<file path="config.mk">
export PLATFORM = sky130hd
export DESIGN_NAME = lector_fifos_salida
export DESIGN_NICKNAME = d
export VERILOG_FILES = /design/src/rtl/lector_fifos_salida.sv
export SDC_FILE = /design/constraint.sdc
export NUM_CORES = 1
export LEC_CHECK = 0
export ABC_AREA = 1
export CORE_ASPECT_RATIO = 0.5
export CORE_UTILIZATION = 30
export CTS_CLUSTER_DIAMETER = 200
export DETAILED_ROUTE_END_ITERATION = 16
export GPL_ROUTABILITY_DRIVEN = 0
export GPL_TIMING_DRIVEN = 0
export PLACE_DENSITY_LB_ADDON = 0.05
export SYNTH_ARGS = -nofsm -noshare
export SYNTH_HDL_FRONTEND = slang
export SYNTH_SLANG_ARGS = --single-unit
</file>
<file path="constraint.sdc">
create_clock -name clk -period 2.5 [get_ports clk]
set_clock_uncertainty 0.05 [all_clocks]
set_input_delay 0.625 -clock clk [delete_from_list [all_inputs] [get_ports clk]]
set_output_delay 0.625 -clock clk [all_outputs]
set_load 0.05 [all_outputs]
</file>
<file path="src/rtl/lector_fifos_salida.sv">
// Egress reader: picks a non-empty FIFO, pulses its read enable and streams the word out tagged with its channel.
// Latency: 2 cycles from the rd_enb rising edge to valid_out; one word every 3 cycles back-to-back.
// Backpressure: the word is held in SEND while ready_in=0; no new read starts until the handshake.
module lector_fifos_salida #(
  parameter int DATA_W = 10,
  parameter int CNT_W  = 8
) (
  input  logic              clk,
  input  logic              rst,
  input  logic              enable,
  input  logic              empty_FIFOS_0,
  input  logic              empty_FIFOS_1,
  input  logic              empty_FIFOS_2,
  input  logic              empty_FIFOS_3,
  input  logic              almost_full_FIFOS_0,
  input  logic              almost_full_FIFOS_1,
  input  logic              almost_full_FIFOS_2,
  input  logic              almost_full_FIFOS_3,
  input  logic [DATA_W-1:0] data_out_FIFOS_0,
  input  logic [DATA_W-1:0] data_out_FIFOS_1,
  input  logic [DATA_W-1:0] data_out_FIFOS_2,
  input  logic [DATA_W-1:0] data_out_FIFOS_3,
  output logic              rd_enb_FIFOS_0,
  output logic              rd_enb_FIFOS_1,
  output logic              rd_enb_FIFOS_2,
  output logic              rd_enb_FIFOS_3,
  output logic [DATA_W-1:0] data_out,
  output logic [1:0]        canal_out,
  output logic              valid_out,
  input  logic              ready_in,
  output logic [CNT_W-1:0]  cnt_0,
  output logic [CNT_W-1:0]  cnt_1,
  output logic [CNT_W-1:0]  cnt_2,
  output logic [CNT_W-1:0]  cnt_3,
  output logic              idle
);

  typedef enum logic [1:0] {
    IDLE = 2'd0,
    READ = 2'd1,
    LOAD = 2'd2,
    SEND = 2'd3
  } state_t;

  state_t            state_q, state_d;
  logic [1:0]        sel_q, sel_d;
  logic [1:0]        last_q, last_d;
  logic [CNT_W-1:0]  cnt_q [4];
  logic [CNT_W-1:0]  cnt_d [4];
  logic [3:0]        rd_enb_q;
  logic [DATA_W-1:0] data_q;
  logic [1:0]        canal_q;
  logic              valid_q;

  logic [3:0]        cand;
  logic [3:0]        af_cand;
  logic              any_cand;
  logic [DATA_W-1:0] fifo_dat [4];
  logic [1:0]        rr_base;
  logic [1:0]        rr_idx;
  logic [1:0]        pick;
  logic              found;

  assign cand     = ~{empty_FIFOS_3, empty_FIFOS_2, empty_FIFOS_1, empty_FIFOS_0};
  assign af_cand  = cand & {almost_full_FIFOS_3, almost_full_FIFOS_2,
                            almost_full_FIFOS_1, almost_full_FIFOS_0};
  assign any_cand = |cand;

  assign fifo_dat[0] = data_out_FIFOS_0;
  assign fifo_dat[1] = data_out_FIFOS_1;
  assign fifo_dat[2] = data_out_FIFOS_2;
  assign fifo_dat[3] = data_out_FIFOS_3;

  // Leaving SEND implies a handshake on the same edge, so that channel becomes the round-robin reference.
  assign rr_base = (state_q == SEND) ? sel_q : last_q;

  // Arbiter: lowest almost-full candidate wins, otherwise first candidate after rr_base.
  always_comb begin
    pick   = 2'd0;
    found  = 1'b0;
    rr_idx = 2'd0;
    for (int i = 0; i < 4; i++) begin
      if (!found && af_cand[i]) begin
        pick  = 2'(i);
        found = 1'b1;
      end
    end
    for (int i = 1; i <= 4; i++) begin
      rr_idx = rr_base + 2'(i);
      if (!found && cand[rr_idx]) begin
        pick  = rr_idx;
        found = 1'b1;
      end
    end
  end

  // Next-state, channel selection and handshake bookkeeping.
  always_comb begin
    state_d = state_q;
    sel_d   = sel_q;
    last_d  = last_q;
    cnt_d   = cnt_q;
    unique case (state_q)
      IDLE: begin
        if (enable && any_cand) begin
          state_d = READ;
          sel_d   = pick;
        end
      end
      READ: state_d = LOAD;
      LOAD: state_d = SEND;
      SEND: begin
        if (ready_in) begin
          last_d         = sel_q;
          cnt_d[sel_q]   = cnt_q[sel_q] + CNT_W'(1);
          if (enable && any_cand) begin
            state_d = READ;
            sel_d   = pick;
          end else begin
            state_d = IDLE;
          end
        end
      end
      default: state_d = IDLE;
    endcase
  end

  // State, counters and registered outputs; reset drops any word in flight.
  always_ff @(posedge clk or posedge rst) begin
    if (rst) begin
      state_q  <= IDLE;
      sel_q    <= 2'd0;
      last_q   <= 2'd3;
      rd_enb_q <= 4'b0000;
      data_q   <= '0;
      canal_q  <= 2'd0;
      valid_q  <= 1'b0;
      for (int i = 0; i < 4; i++) begin
        cnt_q[i] <= '0;
      end
    end else begin
      state_q  <= state_d;
      sel_q    <= sel_d;
      last_q   <= last_d;
      cnt_q    <= cnt_d;
      rd_enb_q <= (state_d == READ) ? (4'b0001 << sel_d) : 4'b0000;
      valid_q  <= (state_d == SEND);
      if (state_q == LOAD) begin
        data_q  <= fifo_dat[sel_q];
        canal_q <= sel_q;
      end
    end
  end

  assign rd_enb_FIFOS_0 = rd_enb_q[0];
  assign rd_enb_FIFOS_1 = rd_enb_q[1];
  assign rd_enb_FIFOS_2 = rd_enb_q[2];
  assign rd_enb_FIFOS_3 = rd_enb_q[3];
  assign data_out       = data_q;
  assign canal_out      = canal_q;
  assign valid_out      = valid_q;
  assign cnt_0          = cnt_q[0];
  assign cnt_1          = cnt_q[1];
  assign cnt_2          = cnt_q[2];
  assign cnt_3          = cnt_q[3];
  assign idle           = (state_q == IDLE);

endmodule

</file>
-- Word level (Yosys, flattened, before mapping)
Index checks and enable logic that the tools add are counted.
- add/subtract/negate cells: 4
- magnitude comparators: 6
- equality and inequality tests: 5
- shift operators: 1
- multiplexer cells: 40
- bitwise operators: 3
- reduce and logical (&&, ||, !) cells: 19
- operators with widths (operator ; count):
    $bwmux 32 ; 1
    $mux 8 ; 3
    $mux 2 ; 11
    $bmux 10 s2 ; 1
    $mux 10 ; 2
    $bmux 8 s2 ; 1
    $demux 8 s2 ; 1
    $mux 1 ; 13
    $lt 2x3->1 const B ; 4
    $logic_and 1x1->1 ; 9
    $add 8x1->8 const B ; 1
    $bmux 1 s2 ; 4
    $pmux 2 s4 ; 1
    $logic_not 1->1 ; 7
    $eq 2x2->1 const B ; 3
    $add 2x2->2 const B ; 2
    $and 4x4->4 ; 1
    $eq 2x1->1 const B ; 2
    $mux 4 ; 1
    $not 4->4 ; 1
    $pmux 2 s2 ; 1
    $reduce_or 4->1 ; 1
    $shl 1x2->4 const A ; 1
    $ge 3x3->1 const B ; 1
    5 further kinds ; 5
- register bits: 55
- bits of input ports: 52
- logic and storage cells: 89

-- Longest topological paths before layout
Gate-level depths: netlist of the first run.
- word-level depth: 29
- gate-level depth with buffers: 19
- gate-level depth less buffers: 18

-- Worst setup path before layout of the first run
No wires, ideal clock.
- kind: flip-flop to flip-flop
- start point: register state_q[0]
- end point: register rd_enb_q[1]
- setup time: 0.120 ns
- arrival: 1.841 ns
- required time: 2.330 ns
- setup slack: 0.488 ns
- cell stages (with the launch flop): 19
- period minus slack after synthesis: 2.012 ns
- cell sequence: dfrtp_1 ha_1 clkbuf_2 inv_2 nand2_1 nand2_2 nand2_1 nand2_1 inv_2 nand2_1 nand3_1 nor2_2 nand2_1 o21ai_1 inv_1 nand2_1 nand2_1 o21ai_2 nor2_2
- word-level cells in the longest chain between the ends: 21
- elaborated cells between the ends (all ways): 39
- those cells by class: 3 x add/sub; 4 x eq/ne; 1 x shift; 23 x mux; 8 x reduce/logical
- RTL lines (element ; line ; source):
    from (decl) ; 45 ; state_t state_q, state_d;
    from (signal assigned) ; 142 ; state_q <= state_d;
    $eq 2x2->1 ; 75, 103 ;
    $mux 2 ; 75 ; assign rr_base = (state_q == SEND) ? sel_q : last_q;
    $add 2x1->2 ; 89 ; rr_idx = rr_base + 2'(i);
    $bmux 1 s2 ; 90 ; if (!found && cand[rr_idx]) begin
    $mux 1 (not written as such) ; 90 ;
    $logic_and 1x1->1 ; 90 ;
    $mux 1 ; 90 ;
    $logic_not 1->1 ; 90 ;
    [... 6 more ...] ; n/a ;
    $logic_and 1x1->1 ; 90 ;
    $mux 2 ; 90 ;
    $mux 2 ; 105, 116 ;
    $mux 2 ; 113 ; if (ready_in) begin
    $pmux 2 s2 * ; 103 ; unique case (state_q)
    named net sel_d[1] ; 46 ; logic [1:0] sel_q, sel_d;
    $shl 1x2->4 * ; 146 ; rd_enb_q <= (state_d == READ) ? (4'b0001 << sel_d) : 4'b0000;
    $mux 4 * ; 146 ;
    to (signal assigned) ; 146 ;
    to (decl) ; 50 ; logic [3:0] rd_enb_q;
Mark *: on every way through the listed nets, which the timed path passes. The rest lies on a longest branch. The select of a mux whose other input is x is not followed.
A chain may end at the register's enable or synchronous reset.

-- Final worst setup path of the first run
- start point: register state_q[0]
- end point: output port idle
- word-level cells in the longest chain between the ends: 1
- RTL lines (element ; line ; source):
    $logic_not 2->1 ; 166 ; assign idle = (state_q == IDLE);
    to (decl) ; 35 ; output logic idle
No other way between the ends.

==> results of run 1 <==
[flip-flops by register name, summed over array words and instances, names as in the netlist]
register,count
cnt_3,8
cnt_1,8
rd_enb_q,4
cnt_2,8
last_q,2
sel_q,2
valid_out,1
state_q,2
canal_out,2
cnt_0,8
data_out,10
[layout by cell type (no fill, tap or decap), types with 3 or more instances in the layout]
cell | netlist | routed
nor2_1 | 44 | 40
buf_4 | 1 | 4
o21ai_1 | 4 | 4
nor2_2 | 3 | 7
clkbuf_16 | 0 | 5
nand2_1 | 114 | 112
inv_1 | 45 | 44
a21oi_1 | 5 | 3
a22oi_1 | 14 | 14
ha_1 | 5 | 4
o221ai_1 | 13 | 13
nand3_1 | 20 | 20
inv_2 | 5 | 6
clkdlybuf4s50_1 | 0 | 99
o21ai_0 | 55 | 55
clkbuf_1 | 11 | 11
nand4_1 | 3 | 3
nand2_2 | 5 | 5
dfrtp_1 | 53 | 53
[synth_stat cells, types with 3 or more instances]
cell / instances / area, µm²
nor2_1: 44 / 165
nand4_1: 3 / 18.8
clkbuf_1: 11 / 41.3
inv_2: 5 / 18.8
nand3_1: 20 / 100
a21oi_1: 5 / 25.0
nand2_1: 114 / 428
o21ai_0: 55 / 275
o21ai_1: 4 / 20.0
a22oi_1: 14 / 105
nand2_2: 5 / 31.3
inv_1: 45 / 169
ha_1: 5 / 62.6
nor2_2: 3 / 18.8
o221ai_1: 13 / 114
dfrtp_1: 53 / 1330
[report_power, final]
part / leakage [nW] / internal, mW / switching [mW] / total, mW
Sequential: 0.713 / 1.21 / 0.224 / 1.44
Combinational: 1.21 / 1.14 / 2.40 / 3.54
Clock: 0.0779 / 0.407 / 0.348 / 0.756
[cells by family after synthesis]
kind of cell | Yosys count
xor gates and xnor gates | 2
adders and majority gates | 5
and+or+nand+nor | 191
DFF | 55
AOI/OAI and AO/OA | 97
buffers and inverters | 65
[per-stage QoR]
| step | cells | instance area, µm² | total power, mW | TNS, ns | hold WS (ns) |
|---|---|---|---|---|---|
| 6_report | 662 | 4500 | 5.74 | 0 | 0.448 |
| 5_1_grt | 662 | 4500 | 6.19 | 0 | 0.462 |
| 4_1_cts | 660 | 4430 | 5.70 | 0 | 0.446 |
| 3_5_place_dp | 652 | 4270 | 4.93 | -1.53 | 0.426 |
| 3_3_place_gp | 651 | 4250 | 4.91 | -36.79 | 0.424 |
| 2_1_floorplan | 415 | 3070 | 3.80 | 0 | 0.430 |
[layer usage]
layer / global-route usage (%) / wire length (µm)
met1: 26.2 / 4950
met2: 30.2 / 4340
met3: 4.22 / 467
met4: 2.57 / 43
met5: 0 / 0
[how the worst max path moves through the flow]
stage,start,to,slack [ns],cells after the start
global route,empty_FIFOS_0,rd_enb_q[1]$_DFF_PP0_,0.01,15
floorplan,rst,canal_out[0]$_DFFE_PP0P_,0.49,1
global placement,rst,state_q[1]$_DFF_PP0_,-0.66,2
detailed placement,empty_FIFOS_2,rd_enb_q[0]$_DFF_PP0_,-0.19,14
finish,state_q[0]$_DFF_PP0_,idle,0.14,3
CTS,sel_q[0]$_DFF_PP0_,cnt_1[6]$_DFFE_PP0P_,0.09,9
[repair_timing]
action                     in CTS  in global routing
setup endpoints to repair       1                 14
pin swaps                       0                  2
setup buffers                   0                  3
hold endpoints to repair        0                  0
resized for setup               1                 15
[final cells by class]
class	instances	area (µm²)	share of cell area (%)
Inverter	50	188	4.17
Timing Repair Buffer	105	1050	23.4
Clock inverter	2	17.5	0.389
Buffer	14	61.3	1.36
Clock buffer	6	139	3.09
Sequential cell	55	1380	30.6
Tap cell	135	169	3.75
Multi-Input combinational cell	295	1490	33.2
[tightest hold or removal path: cells and delay by family (launching register included)]
kind / cells / cell delay (ns)
DFF: 1 / 0.34
AOI/OAI and AO/OA: 1 / 0.06
and+or+nand+nor: 1 / 0.05
==> run metrics, run 1 <==
outcome=finished, final reports clean; post-detail-place hpwl=7230 µm; area fraction in compound gates after synthesis=19.1%; crit path kind=reg -> out; RSZ-0062 raised after global routing=false; CP bufs+invs=2; average wire length per cell after detail routing=14.8 µm; synthesized netlist net count=472; slowest cell on the critical path=dlygate4sd2_1; total inserted antenna cells=0; CP Capture Type=output port; global-route wire length before repair=15,500 µm; number of design-rule violations left by the first detailed-router iteration=113; total clock buffers created by CTS=5; iteration count of the initial detailed-routing pass=4; total global-route track usage=18.7%; count of unique library cells instantiated by Yosys=29; detailed-route via count=3,214; final wirelength=9800 µm; number of buffers added on ports=101; full die area=10,700 µm²; Core Region=9700 µm²; PD cells=1270 nW/µm²; share of synthesized flip-flops with an asynchronous set or reset=100%; DR vias/cell=4.85; Filler cells=997; mux contribution to synthesized area=0%; gate count after technology mapping=415; average size of a mapped cell=7.40 µm²; worst hold path class=reg -> reg; maximum number of pins on one net before global-route repair=38; Root Buffer=clkbuf_16; Post-CTS Hold Buffers=0; number of sinks handled by clock tree synthesis=55; number of synthesized flops with an enable pin=0; clock transition at the registers of the reported paths=0.07 ns; hold endpoint=data_out[9]$_DFFE_PP0P_; peak fanout along the critical path=4; Die Ht=73.6 µm; final routed DRC violation total=0; setup slack of the most critical reg-to-reg path=0.24 ns; IR Drop Worst-Case VDD=0.549 mV; worst-case setup margin in the final layout=0.139 ns; Critical Path AT=1.69 ns; Worst Hold Path Cells=2; adder and majority gate portion of the synthesized area=2.04%; clock tree buffer depth=2; CTS tree=done; Final Setup Violations=0; clock period minus final worst setup slack=2.36 ns; actual slew at the worst max-slew pin=0.542 ns; critical path's largest stage delay=0.55 ns; ordered cell list for the critical path=inv_1 -> ha_1 -> dlygate4sd2_1; Relative slew margins=63.9%; cell family with the largest share of critical-path delay=buffers and inverters; Hold Crit Start=data_out[9]$_DFFE_PP0P_; maxcap violations=0; share of the clock period used by the worst path after layout=94.5%; Worst Reg2Reg Path Length in Cells=10; post-synthesis sequential area ratio=44.9%; htree depth=2; main flop type after synthesis=dfrtp_1; data required time of the critical path=1.82 ns; fraction of final layout cells with drive strength greater than 1=8.16%; Fmax achieved=423 MHz; fraction of synthesized cell area in xor and xnor cells=0.570%; reported leakage power=2.00 nW; startpoint of the most critical register-to-register path=sel_q[0]$_DFF_PP0_; Yosys Warn Count=0; area growth from synthesis to layout=46.6%; Place WS=-0.185 ns; dominant combinational cell family by area after synthesis=simple AND/OR/NAND/NOR gates; number of core rows=25; Layout Utilization=46.4%; number of max-slew violations in the final report=0; post-synthesis instance area=3070 µm²; insertion delay of the later-clocked pin in the worst-skew pair=0.30 ns; vias in the first global route=2,982; Final #Nets=583; final hold violation count=0; Initial Utilization=31.7%; Yosys reg bits=55; Die W=145 µm; aggregate global routing overflow=0; post-detailed-route count of antenna-violating nets=0; Setup crit start kind=register; # IOs=102; simple-gate portion of the synthesized area=25.2%; worst reg2reg endpoint=cnt_1[6]$_DFFE_PP0P_; initial antenna violation count=0
No activity file was read; power rests on OpenSTA's default activity.
==> run 2: changes to the inputs <==
==> constraint.sdc (replaced) <==
create_clock -name clk -period 2.25 [get_ports clk]
set_clock_uncertainty 0.05 [all_clocks]
set_input_delay 0.5625 -clock clk [delete_from_list [all_inputs] [get_ports clk]]
set_output_delay 0.5625 -clock clk [all_outputs]
set_load 0.05 [all_outputs]
==> run 2 against run 1 <==
Compared with the run above:
- cell count is 1.8% higher
- critical endpoint is now cnt_3[2]
- via count grew 0.12%
- largest cell class unchanged
- total power grew 17%
==> run metrics, run 2 (synthesized netlist as in run 1, its figures left out) <==
outcome=finished, final reports clean; detailed-route via count=3,218 (+0.12%); Place WS=-0.373 ns (-0.188 ns); htree depth=2 (unchanged); final routed DRC violation total=0 (unchanged); CP Capture Type=output port; Die W=145 µm (unchanged); clock period minus final worst setup slack=2.15 ns; final hold violation count=0 (unchanged); number of design-rule violations left by the first detailed-router iteration=138 (+22%); RSZ-0062 raised after global routing=true; most common cell after layout, fill and taps aside=clkdlybuf4s50_1; number of buffers added on ports=101 (unchanged); maximum number of pins on one net before global-route repair=38 (unchanged); Initial Utilization=31.7% (unchanged); # IOs=102 (unchanged); commonest cells after routing, fill and taps aside=97 x clkdlybuf4s50_1, 95 x nand2_1, 55 x o21ai_0; post-detail-place hpwl=7230 µm (unchanged); Critical Path AT=1.54 ns (-0.15 ns); aggregate global routing overflow=0 (unchanged); PD cells=1420 nW/µm² (+11%); maxcap violations=0 (unchanged); full die area=10,700 µm² (unchanged); initial antenna violation count=0 (unchanged); crit path kind=reg -> out; number of flip-flops in the largest register=10 (unchanged); ordered cell list for the critical path=clkdlybuf4s50_1; Fmax achieved=465 MHz; Final #Nets=595 (+2.1%); share of the clock period used by the worst path after layout=95.5%; worst hold path class=reg -> reg; iteration count of the initial detailed-routing pass=4 (unchanged); Setup crit start kind=register; actual slew at the worst max-slew pin=0.521 ns (-0.0210 ns); total inserted antenna cells=0 (unchanged); Die Ht=73.6 µm (unchanged); Layout Utilization=48.8% (+2.3 points); filler-free cell count of the finished design=674 (+1.8%); DR vias/cell=4.77 (-1.7%); fraction of final layout cells with drive strength greater than 1=15.4% (+7.2 points); Post-CTS Hold Buffers=0 (unchanged); number of core rows=25 (unchanged); post-detailed-route count of antenna-violating nets=0 (unchanged); first element of the critical path=cnt_3[2]$_DFFE_PP0P_; vias in the first global route=3,001 (+0.64%); Core Region=9700 µm² (unchanged); clock tree buffer depth=2 (unchanged); startpoint of the most critical register-to-register path=state_q[0]$_DFF_PP0_; number of max-slew violations in the final report=0 (unchanged); area growth from synthesis to layout=53.9%; CP bufs+invs=1 (-1); number of sinks handled by clock tree synthesis=55 (unchanged); total instance count after detailed placement=652 (unchanged); data required time of the critical path=1.64 ns (-0.18 ns); Relative slew margins=65.2% (+1.3 points); setup TNS=0 ns (unchanged); setup slack of the most critical reg-to-reg path=0.11 ns (-0.13 ns); Hold Worst Slack=0.437 ns (-0.0104 ns); average wire length per cell after detail routing=15.0 µm (+1.2%); global-route wire length before repair=15,600 µm (+0.49%); IR Drop Worst-Case VDD=0.607 mV (+11%); final wirelength=10,100 µm (+3.1%); peak fanout along the critical path=3 (-1); Root Buffer=clkbuf_16; Final Setup Violations=0 (unchanged); total clock buffers created by CTS=5 (unchanged); reported leakage power=2.09 nW (+4.6%); Hold Crit Start=canal_out[0]$_DFFE_PP0P_; slowest cell on the critical path=clkdlybuf4s50_1; total global-route track usage=18.8% (+0.098 points); worst-case setup margin in the final layout=0.100 ns (-0.0382 ns); clock transition at the registers of the reported paths=0.08 ns (about the same); CTS tree=done; critical path's largest stage delay=0.83 ns (+0.28 ns); insertion delay of the later-clocked pin in the worst-skew pair=0.30 ns (about the same); cell family with the largest share of critical-path delay=buffers and inverters
run 2: cell count changes in the layout (fill, tap and decap cells not counted), sizes merged:
cell           before  now
buf                 6   19
clkdlybuf4s50      99   97
clkinvlp            0    1
dlygate4sd2         1    0
dlymetal6s2s        1    3
inv                52   51
run 2: power breakdown:
group / switching [mW] / internal [mW]
registers: 0.259 / 1.35
clock network: 0.389 / 0.453
logic: 2.80 / 1.45
total: 3.45 / 3.26
run 2: worst paths after layout:
path                                       endpoint  cells after the start
min in group asynchronous      cnt_1[6]$_DFFE_PP0P_                      2
max reg2reg                   rd_enb_q[0]$_DFF_PP0_                     17
max in group asynchronous     last_q[1]$_DFFE_PP1P_                      3
max                                        cnt_3[2]                      1
min reg2reg                canal_out[0]$_DFFE_PP0P_                      2
min                        canal_out[0]$_DFFE_PP0P_                      2
run 2: cell type report:
class	count	area, µm²
well taps	135	169
clock buffers	6	139
inverters	50	201
flip-flops and latches	55	1380
clock inverters	2	17.5
fillers	987	4970
plain buffers	14	72.6
repair buffers	117	1150
multi-input cells	295	1600
run 2: timing repair:
item,in CTS,in global routing
cloned,0,0
buffers inserted,2,13
setup endpoints to repair,12,22
resized for setup,11,52
pin swaps,1,12
run 2: routing by layer:
metal	wire length, µm	vias to the layer above	GRT usage (%)
li1	-	1610	-
met1	5040	1529	26.3
met2	4540	72	30.4
met3	479	7	4.22
met4	43	0	2.57
met5	0	-	0
run 2: stage by stage:
step	power [mW]	area (µm²)
after floorplan	4.22	3070
after detailed placement	5.47	4270
final	6.71	4730
after CTS	6.40	4470
after global placement	5.46	4250
after global routing	7.21	4730
